==> src/rtl/calc_pkg.sv <==
// Shared types and band boundaries for the f(n) calculator family.
package calc_pkg;

  typedef enum logic [1:0] {
    IDLE,
    SCAN,
    DONE
  } state_e;

  // Last n of each band of f: identity, 2n+1, 2n-1.
  localparam int unsigned LO_END  = 2;
  localparam int unsigned MID_END = 5;
  localparam int unsigned HI_END  = 8;

endpackage

==> src/rtl/calc_inverse_search_if.sv <==
// Request/result bundle for the inverse search.
interface calc_inverse_search_if #(
  parameter int unsigned W = 4
) ();

  logic         start;
  logic [W-1:0] target;
  logic         busy;
  logic         done;
  logic [1:0]   match_cnt;
  logic [W-1:0] pre_lo;
  logic [W-1:0] pre_hi;

  modport master (
    output start,
    output target,
    input  busy,
    input  done,
    input  match_cnt,
    input  pre_lo,
    input  pre_hi
  );

  modport slave (
    input  start,
    input  target,
    output busy,
    output done,
    output match_cnt,
    output pre_lo,
    output pre_hi
  );

endinterface

==> src/rtl/calc_forward.sv <==
// Combinational forward mapping f(n): 0..2 -> n; 3..5 -> 2n+1; 6..8 -> 2n-1; else 0.
module calc_forward
  import calc_pkg::*;
#(
  parameter int unsigned W = 4
) (
  input  logic [W-1:0] n,
  output logic [W-1:0] f
);

  logic [31:0] n_ext;
  logic [W:0]  f_wide;
  logic        unused_f_msb;

  assign n_ext = 32'(n);

  // Evaluate at W+1 bits so 2n+1 cannot overflow before truncation.
  always_comb begin
    f_wide = '0;
    if (n_ext <= LO_END) begin
      f_wide = {1'b0, n};
    end else if (n_ext <= MID_END) begin
      f_wide = {n, 1'b1};
    end else if (n_ext <= HI_END) begin
      f_wide = {n, 1'b0} - (W + 1)'(1);
    end
  end

  assign f            = f_wide[W-1:0];
  assign unused_f_msb = f_wide[W];

endmodule

==> src/rtl/calc_inverse_search.sv <==
// Sequential inverse of f: scans n = 0..MAX_IN and captures up to two preimages of target.
module calc_inverse_search
  import calc_pkg::*;
#(
  parameter int unsigned W      = 4,
  parameter int unsigned MAX_IN = 8
) (
  input logic                  clk,
  input logic                  rst,
  calc_inverse_search_if.slave bus
);

  localparam logic [W-1:0] CandLast = W'(MAX_IN);

  state_e       state_q, state_d;
  logic [W-1:0] cand_q, cand_d;
  logic [W-1:0] target_q, target_d;
  logic [1:0]   match_cnt_q, match_cnt_d;
  logic [W-1:0] pre_lo_q, pre_lo_d;
  logic [W-1:0] pre_hi_q, pre_hi_d;
  logic [W-1:0] f_cand;
  logic         hit;

  calc_forward #(
    .W (W)
  ) u_forward (
    .n (cand_q),
    .f (f_cand)
  );

  assign hit = (f_cand == target_q);

  // State and capture registers; reset clears everything, aborting any scan.
  always_ff @(posedge clk) begin
    if (rst) begin
      state_q     <= IDLE;
      cand_q      <= '0;
      target_q    <= '0;
      match_cnt_q <= '0;
      pre_lo_q    <= '0;
      pre_hi_q    <= '0;
    end else begin
      state_q     <= state_d;
      cand_q      <= cand_d;
      target_q    <= target_d;
      match_cnt_q <= match_cnt_d;
      pre_lo_q    <= pre_lo_d;
      pre_hi_q    <= pre_hi_d;
    end
  end

  // Next-state: accept start in IDLE/DONE, step the candidate and capture hits in SCAN.
  always_comb begin
    state_d     = state_q;
    cand_d      = cand_q;
    target_d    = target_q;
    match_cnt_d = match_cnt_q;
    pre_lo_d    = pre_lo_q;
    pre_hi_d    = pre_hi_q;

    unique case (state_q)
      IDLE, DONE: begin
        if (bus.start) begin
          state_d     = SCAN;
          target_d    = bus.target;
          cand_d      = '0;
          match_cnt_d = '0;
          pre_lo_d    = '0;
          pre_hi_d    = '0;
        end else if (state_q == DONE) begin
          state_d = IDLE;
        end
      end
      SCAN: begin
        if (hit) begin
          if (match_cnt_q == 2'd0) begin
            pre_lo_d = cand_q;
          end else if (match_cnt_q == 2'd1) begin
            pre_hi_d = cand_q;
          end
          if (match_cnt_q != 2'd3) begin
            match_cnt_d = match_cnt_q + 2'd1;
          end
        end
        // Candidate stops at the last value; the next accepted start rewinds it.
        if (cand_q == CandLast) begin
          state_d = DONE;
        end else begin
          cand_d = cand_q + W'(1);
        end
      end
      default: state_d = IDLE;
    endcase
  end

  assign bus.busy      = (state_q == SCAN);
  assign bus.done      = (state_q == DONE);
  assign bus.match_cnt = match_cnt_q;
  assign bus.pre_lo    = pre_lo_q;
  assign bus.pre_hi    = pre_hi_q;

endmodule

==> src/flat_wrapper.sv <==
// flat-port wrapper written by rule: the top's interface ports become plain ports
module calc_inverse_search_flat import calc_pkg::*;
#(
  parameter int unsigned W      = 4,
  parameter int unsigned MAX_IN = 8
)
  (clk, rst, bus_start, bus_target, bus_busy, bus_done, bus_match_cnt, bus_pre_lo, bus_pre_hi);
  calc_inverse_search_if #(.W(W)) bus_i ();
  input logic clk;
  input logic rst;
  input wire logic [$bits(bus_i.start)-1:0] bus_start;
  input wire logic [$bits(bus_i.target)-1:0] bus_target;
  output wire logic [$bits(bus_i.busy)-1:0] bus_busy;
  output wire logic [$bits(bus_i.done)-1:0] bus_done;
  output wire logic [$bits(bus_i.match_cnt)-1:0] bus_match_cnt;
  output wire logic [$bits(bus_i.pre_lo)-1:0] bus_pre_lo;
  output wire logic [$bits(bus_i.pre_hi)-1:0] bus_pre_hi;
  assign bus_i.start = bus_start;
  assign bus_i.target = bus_target;
  assign bus_busy = bus_i.busy;
  assign bus_done = bus_i.done;
  assign bus_match_cnt = bus_i.match_cnt;
  assign bus_pre_lo = bus_i.pre_lo;
  assign bus_pre_hi = bus_i.pre_hi;
  calc_inverse_search #(.W(W), .MAX_IN(MAX_IN)) u_core (.clk(clk), .rst(rst), .bus(bus_i));
endmodule
==> config.mk <==
export PLATFORM = sky130hd
export DESIGN_NAME = calc_inverse_search_flat
export DESIGN_NICKNAME = d
export VERILOG_FILES = /design/src/rtl/calc_pkg.sv /design/src/rtl/calc_inverse_search_if.sv /design/src/rtl/calc_forward.sv /design/src/rtl/calc_inverse_search.sv /design/src/flat_wrapper.sv
export SDC_FILE = /design/constraint.sdc
export NUM_CORES = 1
export LEC_CHECK = 0
export CAP_MARGIN = 10
export CORE_UTILIZATION = 45
export CTS_CLUSTER_SIZE = 40
export DETAILED_ROUTE_END_ITERATION = 10
export PLACE_DENSITY = 0.8
export SLEW_MARGIN = 20
export SYNTH_ARGS = -nofsm -noshare
export SYNTH_HDL_FRONTEND = slang
export SYNTH_SLANG_ARGS = --single-unit
==> constraint.sdc <==
create_clock -name clk -period 2.86 [get_ports clk]
set_clock_uncertainty 0.2 [all_clocks]
set_input_delay 0.572 -clock clk [delete_from_list [all_inputs] [get_ports clk]]
set_output_delay 0.572 -clock clk [all_outputs]
set_load 0.01 [all_outputs]
==> summary.md, run 1 <==
| Metric | Value |
|---|---|
| Pin count of the biggest net entering global routing | 21 |
| DR pass1 iterations | 4 |
| Net switching power | 150.6 µW |
| Total negative slack | 0 ns |
| Vias per Instance | 5.644 |
| Inserted Diodes | 0 |
| Period Utilization, post-route | 93.70% |
| HP Class | flip-flop to flip-flop |
| Final Util | 58.56% |
| Met3 usage | 3.955% |
| Initial antenna violation count | 0 |
| Post-cts resize count | 0 |
| Global-route wire length before repair | 4347 µm |
| Post-route minimum period | 2.680 ns |
| Root Buffer | clkbuf_4 |
| Post-Syn Area | 1211 µm² |
| Syn avg cell area | 8.590 µm² |
| Aggregate global routing overflow | 0 |
| Syn_nets | 155 |
| Fin. Hold Viols | 0 |
| Clock transition at the registers of the reported paths | 0.11 ns |
| Area leader, netlist | dfxtp_1 |
| Final Instance Area | 1464 µm² |
| Largest cells by area after synthesis | dfxtp_1, ha_1, nand2b_1, o32ai_1, nand2_1 |
| Most common cell in the netlist | dfxtp_1 |
| Final setup violation count | 0 |
| Area grow syn2layout | 20.87% |
| Synthesis warning total | 0 |
| Met2 Use GR | 33.33% |
| Slew @ Worst Pin | 0.5135 ns |
| Die ar. | 2903 µm² |
| Slew HR | 65.70% |
| Die Span X | 53.88 µm |
| Row Count | 18 |
| Ys flop type | dfxtp_1 |
| Sequential area share after synthesis | 33.06% |
| Worst Path Arrival | 2.69 ns |
| Synth Instances | 141 |
| Placed wire-length estimate | 1974 µm |
| PortBufs | 18 |
| Area of the core | 2500 µm² |
| Routed Antenna Nets | 0 |
| PwrDens | 384.5 nW/µm² |
| Synthesized flop and latch total | 20 |
| RSZ-0062 raised after global routing | no |
| Share of layout cells above drive strength 1 | 13.66% |
| Drt drc | 0 |
| Max Cap Viol | 0 |
| GPL Wtd Cong | 0.9526 |
| I/O Pins | 19 |
| Hold_ws | 0.2816 ns |
| Worst Setup End Kind | flip-flop |
| Critical path type | flip-flop to flip-flop |
| Pleak | 0.5256 nW |
| Final wirelength | 2579 µm |
| Layout fillers | 212 |
| Latest clock arrival within the worst-skew pair | 0.30 ns |
| Internal | 412.2 µW |
| GR peak layer | met2 |
| Post-synth top area share | 33.06% |
| Vias | 1078 |
| Wire per inst | 13.50 µm |
| VDD IR-drop max | 360.1 µV |
| NumNets Final | 176 |
| Status | complete, no violations |
| CP Max Fanout | 10 |
| Max-slew violations | 0 |
| Post-synth EDFFs | 0 |
| Clk buf depth | 2 |
| Initial Util | 48.45% |
| CP startpoint kind | flip-flop |
| Clock power share | 29.0% |
| Hold_buf cts | 0 |
| Met1 GRT Util | 26.18% |
| Switching Share | 26.75% |
| CTS tree | done |
| Top cells by count, synth | dfxtp_1, nand2_1, nand2b_1 |
| Htree depth | 1 |
| Logic pwr share | 18.9% |
| Vias in the first global route | 987 |
| Clock Sink Count | 20 |
| First-iteration detailed-routing DRC count | 31 |
| Cts bufs inserted | 3 |
| Gr usage total | 21.25% |
| Synth cell types | 38 |
| Postcts setup bufs | 0 |
| Max Clk Rate | 0.3731 GHz |
| Die H | 53.88 µm |
| Async set-reset flop share out of synthesis | 0% |
| Seq pwr share | 52.2% |
| Placed Area | 1420 µm² |
| Data required time of the worst path | 2.87 ns |
[cells by family after synthesis]
group           share of synthesized area [%]
simple gates                            28.31
compound gates                          19.73
flops                                   33.06
buf+inv                                 7.230
fa+ha+maj                               7.231
xor+xnor                                3.616
mux                                    0.8265
[power groups by stage]
stage / clock network, mW / logic (mW) / registers, mW
CTS: 0.169 / 0.105 / 0.294
global placement: 0 / 0.102 / 0.300
global route: 0.181 / 0.118 / 0.295
finish: 0.163 / 0.106 / 0.294
floorplan: 0 / 0.0664 / 0.301
detailed placement: 0 / 0.104 / 0.300
[metal layers]
| layer | routed length (µm) | part of all wire [%] |
|---|---|---|
| met1 | 1190 | 46 |
| met4 | 80 | 3.1 |
| met2 | 1200 | 47 |
| met3 | 108 | 4.2 |
| met5 | 0 | 0 |
[worst paths after layout]
| kind | from | end | slack (ns) | cells past startpoint |
|---|---|---|---|---|
| max | u_core.cand_q[0] | u_core.bus.pre_lo[2] | 0.18 | 8 |
| min | u_core.target_q[0] | u_core.target_q[0] | 0.28 | 2 |
| max reg2reg | u_core.cand_q[0] | u_core.bus.pre_lo[2] | 0.18 | 8 |
| min reg2reg | u_core.target_q[0] | u_core.target_q[0] | 0.28 | 2 |
[sequential cells by signal (all words and copies together), names as in the netlist]
| name | count |
|---|---|
| u_core.state_q | 2 |
| u_core.bus.pre_lo | 4 |
| u_core.bus.match_cnt | 2 |
| u_core.target_q | 4 |
| u_core.cand_q | 4 |
| u_core.bus.pre_hi | 4 |
[worst max-delay path, cell delays in order (launching register included)]
cell and delay [ns]:
dfxtp_1 0.33, buf_4 0.16, ha_1 0.24, nor3b_4 0.27, o211ai_2 0.14, a221oi_2 0.32
a21oi_1 0.07, or4b_4 0.60, o32ai_1 0.26
[per-stage QoR]
stage | worst slack (ns) | total power, mW | std cells
global placement | 0.2596 | 0.4019 | 187
finish | 0.1801 | 0.5628 | 191
CTS | 0.1549 | 0.5673 | 191
detailed placement | 0.2131 | 0.4041 | 187
floorplan | 0.1711 | 0.3673 | 141
global route | 0.01643 | 0.5941 | 191
[area by class of cell]
type                    instances  area, µm²  area share (%)
flip-flops and latches         20      400.4           27.35
repair buffers                 24      225.2           15.38
clock buffers                   4      36.28           2.479
multi-input cells             104      730.7           49.91
inverters                       9      33.78           2.308
well taps                      30      37.54           2.564
[placed cells by master (no fill, tap or decap), types with 3 or more instances in the layout]
cell type / n
a21oi_1: 11
buf_4: 6
clkbuf_4: 3
clkdlybuf4s50_1: 18
dfxtp_1: 20
ha_1: 7
inv_1: 9
nand2_1: 15
nand2b_1: 13
nor2_1: 8
nor2b_1: 3
nor3_1: 5
nor4_1: 3
o32ai_1: 7
xnor2_1: 3
(Power assumes the default switching activity.)
==> inputs of run 2 (changes only) <==
--- a/config.mk
+++ b/config.mk
@@ -9,7 +9,8 @@
 export CORE_UTILIZATION = 45
 export CTS_CLUSTER_SIZE = 40
 export DETAILED_ROUTE_END_ITERATION = 10
-export PLACE_DENSITY = 0.8
+export PLACE_DENSITY = 0.78
+export SETUP_SLACK_MARGIN = 0.05
 export SLEW_MARGIN = 20
 export SYNTH_ARGS = -nofsm -noshare
 export SYNTH_HDL_FRONTEND = slang
==> constraint.sdc (replaced) <==
create_clock -name clk -period 3.3 [get_ports clk]
set_clock_uncertainty 0.2 [all_clocks]
set_input_delay 0.66 -clock clk [delete_from_list [all_inputs] [get_ports clk]]
set_output_delay 0.66 -clock clk [all_outputs]
set_load 0.01 [all_outputs]
==> summary.md, run 2 (synthesized netlist as in run 1, its figures left out) <==
| Metric | Value |
|---|---|
| CTS tree | done |
| PwrDens | 320.5 nW/µm² |
| Area of the core | 2500 µm² |
| Aggregate global routing overflow | 0 |
| Vias in the first global route | 939 |
| NumNets Final | 174 |
| Postcts setup bufs | 0 |
| Drt drc | 0 |
| Max Clk Rate | 0.3369 GHz |
| Setup slack, reg-to-reg | 0.33 ns |
| Switching Share | 27.69% |
| Final setup violation count | 0 |
| Routed Antenna Nets | 0 |
| Inserted Diodes | 0 |
| Wire per inst | 13.90 µm |
| I/O Pins | 19 |
| Final Util | 57.11% |
| Row Count | 18 |
| First element of the critical path | u_core.cand_q[0] |
| Die ar. | 2903 µm² |
| Sequential Area | 400.4 µm² |
| Clk buf depth | 2 |
| Met1 GRT Util | 27.35% |
| Initial antenna violation count | 0 |
| DR pass1 iterations | 4 |
| Layout fillers | 211 |
| Clock Sink Count | 20 |
| Commonest non-fill, non-tap cell in the layout | dfxtp_1 |
| GR peak layer | met2 |
| Logic pwr share | 19.0% |
| Period Utilization, post-route | 89.94% |
| HP Class | flip-flop to flip-flop |
| Die H | 53.88 µm |
| RR Startpoint | u_core.cand_q[0] |
| RR Endpoint | u_core.bus.pre_lo[3] |
| CP startpoint kind | flip-flop |
| Pin count of the biggest net entering global routing | 22 |
| Area of the multi-input gates | 723.2 µm² |
| Post-route minimum period | 2.968 ns |
| Area grow syn2layout | 17.87% |
| Data required time of the worst path | 3.31 ns |
| Commonest cells after routing, fill and taps aside | dfxtp_1, clkdlybuf4s50_1, nand2_1 |
| Vias per Instance | 5.628 |
| Status | complete, no violations |
| Die Span X | 53.88 µm |
| Clock power share | 24.8% |
| Slew HR | 63.00% |
| Share of layout cells above drive strength 1 | 11.39% |
| RSZ-0062 raised after global routing | no |
| Htree depth | 1 |
| Vias | 1058 |
| Slew @ Worst Pin | 0.5538 ns |
| Worst Setup End Kind | flip-flop |
| Cts bufs inserted | 3 |
| CP max stage cell | or4b_4 |
| Pleak | 0.5068 nW |
| First-iteration detailed-routing DRC count | 21 |
| Placed wire-length estimate | 1966 µm |
| Global-route wire length before repair | 4312 µm |
| Hold_buf cts | 0 |
| VDD IR-drop max | 228.5 µV |
| WHS Endpoint | u_core.target_q[3] |
| Critical path type | flip-flop to flip-flop |
| Met3 usage | 2.542% |
| Root Buffer | clkbuf_4 |
| Clock transition at the registers of the reported paths | 0.11 ns |
| Max-slew violations | 0 |
| Fin. Hold Viols | 0 |
| Internal | 330.9 µW |
| GPL Wtd Cong | 0.9354 |
| Reg2Reg Depth | 8 |
| Worst path cell trace | inv_1, ha_1, nor2b_1, o21ai_1, a211o_1, xnor2_1, or4b_4, o32ai_1 |
| CP Max Fanout | 10 |
| Total negative slack | 0 ns |
| CP peak stage delay | 0.56 ns |
| Latest clock arrival within the worst-skew pair | 0.30 ns |
| Post-cts resize count | 0 |
| Net switching power | 126.7 µW |
| Initial Util | 48.45% |
| Gr usage total | 21.11% |
| Max Cap Viol | 0 |
| Hold depth | 2 |
| Seq pwr share | 56.2% |
| Hold_sp | u_core.target_q[3] |
| Total power | 457.6 µW |
| Met2 Use GR | 33.13% |
| PortBufs | 18 |
| Final wirelength | 2613 µm |
| Worst Path Arrival | 2.98 ns |
-- run 2: cell types whose count changed in the layout (fill, tap and decap cells not counted), sizes merged --
cell	previous run	this run
buf	6	4
clkbuf	4	3
-- run 2: through the flow --
step	worst slack, ns	hold slack, ns	instance area (µm²)	instances
2_1_floorplan	0.6111	0.2481	1211	141
3_3_place_gp	0.4459	0.2644	1405	185
3_5_place_dp	0.3757	0.2715	1405	185
4_1_cts	0.3264	0.2868	1428	188
5_1_grt	0.08996	0.3040	1428	188
6_report	0.3318	0.2865	1428	188
-- run 2: how the worst max path moves through the flow --
stage | to | slack (ns) | cells after the start
5_1_grt | u_core.bus.pre_lo[3] | 0.09 | 8
2_1_floorplan | u_core.bus.pre_hi[2] | 0.61 | 9
6_report | u_core.bus.pre_lo[3] | 0.33 | 8
4_1_cts | u_core.bus.pre_lo[3] | 0.33 | 8
3_3_place_gp | u_core.bus.pre_lo[0] | 0.45 | 8
3_5_place_dp | u_core.bus.pre_lo[3] | 0.38 | 8
-- run 2: critical path, delay by kind of cell (launching register included) --
family,cells,cell delay [ns]
buffers and inverters,1,0.18
AOI/OAI and AO/OA,3,0.78
adders and majority gates,1,0.27
and+or+nand+nor,2,0.74
DFF,1,0.55
xor gates and xnor gates,1,0.14
-- run 2: area by class of cell --
cell class,instances,share of cell area (%)
clock buffer,3,1.578
inverter,9,2.366
multi-input combinational,104,50.66
sequential,20,28.05
tap,30,2.629
timing repair buffer,22,14.72
-- run 2: power by group through the flow --
stage               combinational, mW  sequential [mW]  clock [mW]
finish                         0.0871            0.257       0.113
global route                   0.0970            0.259       0.125
CTS                            0.0870            0.257       0.116
detailed placement             0.0864            0.263           0
global placement               0.0848            0.262           0
floorplan                      0.0576            0.261           0
-- run 2: layer usage --
layer | vias to the layer above | routed length [µm]
met4 | 0 | 92
met2 | 28 | 1256
met3 | 11 | 86
li1 | 530 | -
met1 | 489 | 1178
met5 | - | 0
==> inputs of run 3 (changes only) <==
--- a/config.mk
+++ b/config.mk
@@ -14,4 +14,5 @@
 export SLEW_MARGIN = 20
 export SYNTH_ARGS = -nofsm -noshare
 export SYNTH_HDL_FRONTEND = slang
+export SYNTH_HIERARCHICAL = 1
 export SYNTH_SLANG_ARGS = --single-unit
==> summary.md, run 3 <==
| Metric | Value |
|---|---|
| DR pass1 iterations | 4 |
| Gr usage total | 21.79% |
| Commonest cells after routing, fill and taps aside | dfxtp_1, clkdlybuf4s50_1, a21oi_1 |
| Vias per Instance | 5.678 |
| Aggregate global routing overflow | 0 |
| Htree depth | 1 |
| Synthesized flop and latch total | 20 |
| Worst Path Arrival | 2.94 ns |
| Area of the core | 2276 µm² |
| Pleak | 0.4625 nW |
| Root Buffer | clkbuf_4 |
| Post-synth EDFFs | 0 |
| Met3 wire len | 169 µm |
| HP Class | flip-flop to flip-flop |
| Max Clk Rate | 0.3464 GHz |
| Clock Sink Count | 20 |
| Top cells by count, synth | dfxtp_1, a21oi_1, nand2_1 |
| Area grow syn2layout | 22.00% |
| Max Cap Viol | 0 |
| Met1 wire length | 1164 µm |
| Critical path type | flip-flop to flip-flop |
| Vias in the first global route | 959 |
| I/O Pins | 19 |
| Initial antenna violation count | 0 |
| Worst path cell trace | inv_1, ha_1, nor3b_4, xnor2_1, o311ai_1, xnor2_1, and4_1, and3_1, o2bb2ai_1 |
| Commonest non-fill, non-tap cell in the layout | dfxtp_1 |
| PwrDens | 399.0 nW/µm² |
| Largest cells by area after synthesis | dfxtp_1, ha_1, a21oi_1, nand3_1, nand2_1 |
| Ys flop type | dfxtp_1 |
| Post-route minimum period | 2.887 ns |
| Fin. Hold Viols | 0 |
| GPL Wtd Cong | 0.8696 |
| Postcts setup bufs | 0 |
| Data required time of the worst path | 3.35 ns |
| Wire per inst | 14.42 µm |
| CP startpoint kind | flip-flop |
| Inserted Diodes | 0 |
| VDD IR-drop max | 315.5 µV |
| Pin count of the biggest net entering global routing | 14 |
| Status | complete, no violations |
| Syn_nets | 149 |
| Hold_ws | 0.2706 ns |
| Die ar. | 2707 µm² |
| Area of the multi-input gates | 668.1 µm² |
| Share of layout cells above drive strength 1 | 5.921% |
| Initial Util | 49.48% |
| Vias | 1022 |
| Clk buf depth | 2 |
| CP peak stage delay | 0.56 ns |
| Synthesis warning total | 6 |
| Crit path top cell by count | xnor2_1 |
| Synth Instances | 134 |
| Top layer in use | met4 |
| Hold_buf cts | 0 |
| NumNets Final | 168 |
| Final wirelength | 2596 µm |
| Slew HR | 53.26% |
| Layout fillers | 204 |
| First-iteration detailed-routing DRC count | 27 |
| Total negative slack | 0 ns |
| Most common cell in the netlist | dfxtp_1 |
| Die Span X | 52.03 µm |
| CP max stage cell | dfxtp_1 |
| Synth cell types | 38 |
| Hold depth | 2 |
| Placed wire-length estimate | 1819 µm |
| Post-Syn Area | 1126 µm² |
| Post-synth top area share | 35.56% |
| RSZ-0062 raised after global routing | no |
| CTS tree | done |
| Reg2Reg Depth | 9 |
| Area leader, netlist | dfxtp_1 |
| Sequential area share after synthesis | 35.56% |
| Max-slew violations | 0 |
| CP Max Fanout | 10 |
| Global-route wire length before repair | 4360 µm |
| Latest clock arrival within the worst-skew pair | 0.31 ns |
| Cts bufs inserted | 3 |
| Async set-reset flop share out of synthesis | 0% |
| Slew @ Worst Pin | 0.6996 ns |
| PortBufs | 18 |
| Met2 Wirelength | 1226 µm |
| Die H | 52.03 µm |
| Sequential Area | 400.4 µm² |
| Clock transition at the registers of the reported paths | 0.12 ns |
| Row Count | 17 |
| Drt drc | 0 |
| Post-cts resize count | 0 |
| Syn avg cell area | 8.404 µm² |
| Worst Setup End Kind | flip-flop |
| Period Utilization, post-route | 87.49% |
| Final setup violation count | 0 |
| Routed Antenna Nets | 0 |
## run 3: worst paths after layout
| check | endpoint | slack (ns) | from |
|---|---|---|---|
| setup / recovery | u_core/bus.pre_lo[2] | 0.41 | u_core/cand_q[0] |
| hold / removal | u_core/bus.pre_lo[1] | 0.27 | u_core/bus.pre_lo[1] |
| setup reg to reg | u_core/bus.pre_lo[2] | 0.41 | u_core/cand_q[0] |
| hold reg to reg | u_core/bus.pre_lo[1] | 0.27 | u_core/bus.pre_lo[1] |
## run 3: final cells by class
class	instances	area share (%)
multi-input cells	101	48.63
flip-flops and latches	20	29.14
repair buffers	19	13.66
well taps	28	2.550
clock inverters	1	2.186
inverters	8	2.186
clock buffers	3	1.639
## run 3: kinds of logic (layout without fill, tap and decap cells)
| group | after synthesis | after routing | share of synthesized area (%) |
|---|---|---|---|
| flops | 20 | 20 | 35.56 |
| buf+inv | 13 | 31 | 5.111 |
| mux | 1 | 1 | 0.8889 |
| compound gates | 36 | 36 | 20.00 |
| xor+xnor | 6 | 6 | 4.667 |
| simple gates | 50 | 50 | 24.89 |
| fa+ha+maj | 8 | 8 | 8.889 |
## run 3: metrics by stage
step	cells	total power [mW]	setup slack (ns)	utilization [%]	instance area [µm²]
finish	180	0.5481	0.4130	60.36	1374
global placement	176	0.3423	0.5780	58.05	1321
floorplan	134	0.3237	0.8022	-	1126
detailed placement	176	0.3460	0.4855	58.05	1321
global route	180	0.5726	0.1762	60.36	1374
CTS	180	0.5481	0.4385	60.36	1374
## run 3: metal layers
| layer | track usage, % | vias up |
|---|---|---|
| met2 | 37.82 | 37 |
| li1 | - | 507 |
| met1 | 26.42 | 473 |
| met5 | 0 | - |
| met4 | 4.054 | 0 |
| met3 | 6.433 | 5 |
## run 3: power breakdown
group	total, mW	leakage (nW)	switching, mW	internal (mW)
clock network	0.205	0.0279	0.0825	0.123
registers	0.258	0.162	0.00924	0.249
logic	0.0850	0.272	0.0500	0.0350
total	0.548	0.462	0.142	0.406
## run 3: critical path, delay by kind of cell (launching register included)
kind	cells	cell delay [ns]
AOI/OAI and AO/OA	2	0.42
xor gates and xnor gates	2	0.28
adders and majority gates	1	0.27
buffers and inverters	1	0.15
DFF	1	0.56
and+or+nand+nor	3	0.94
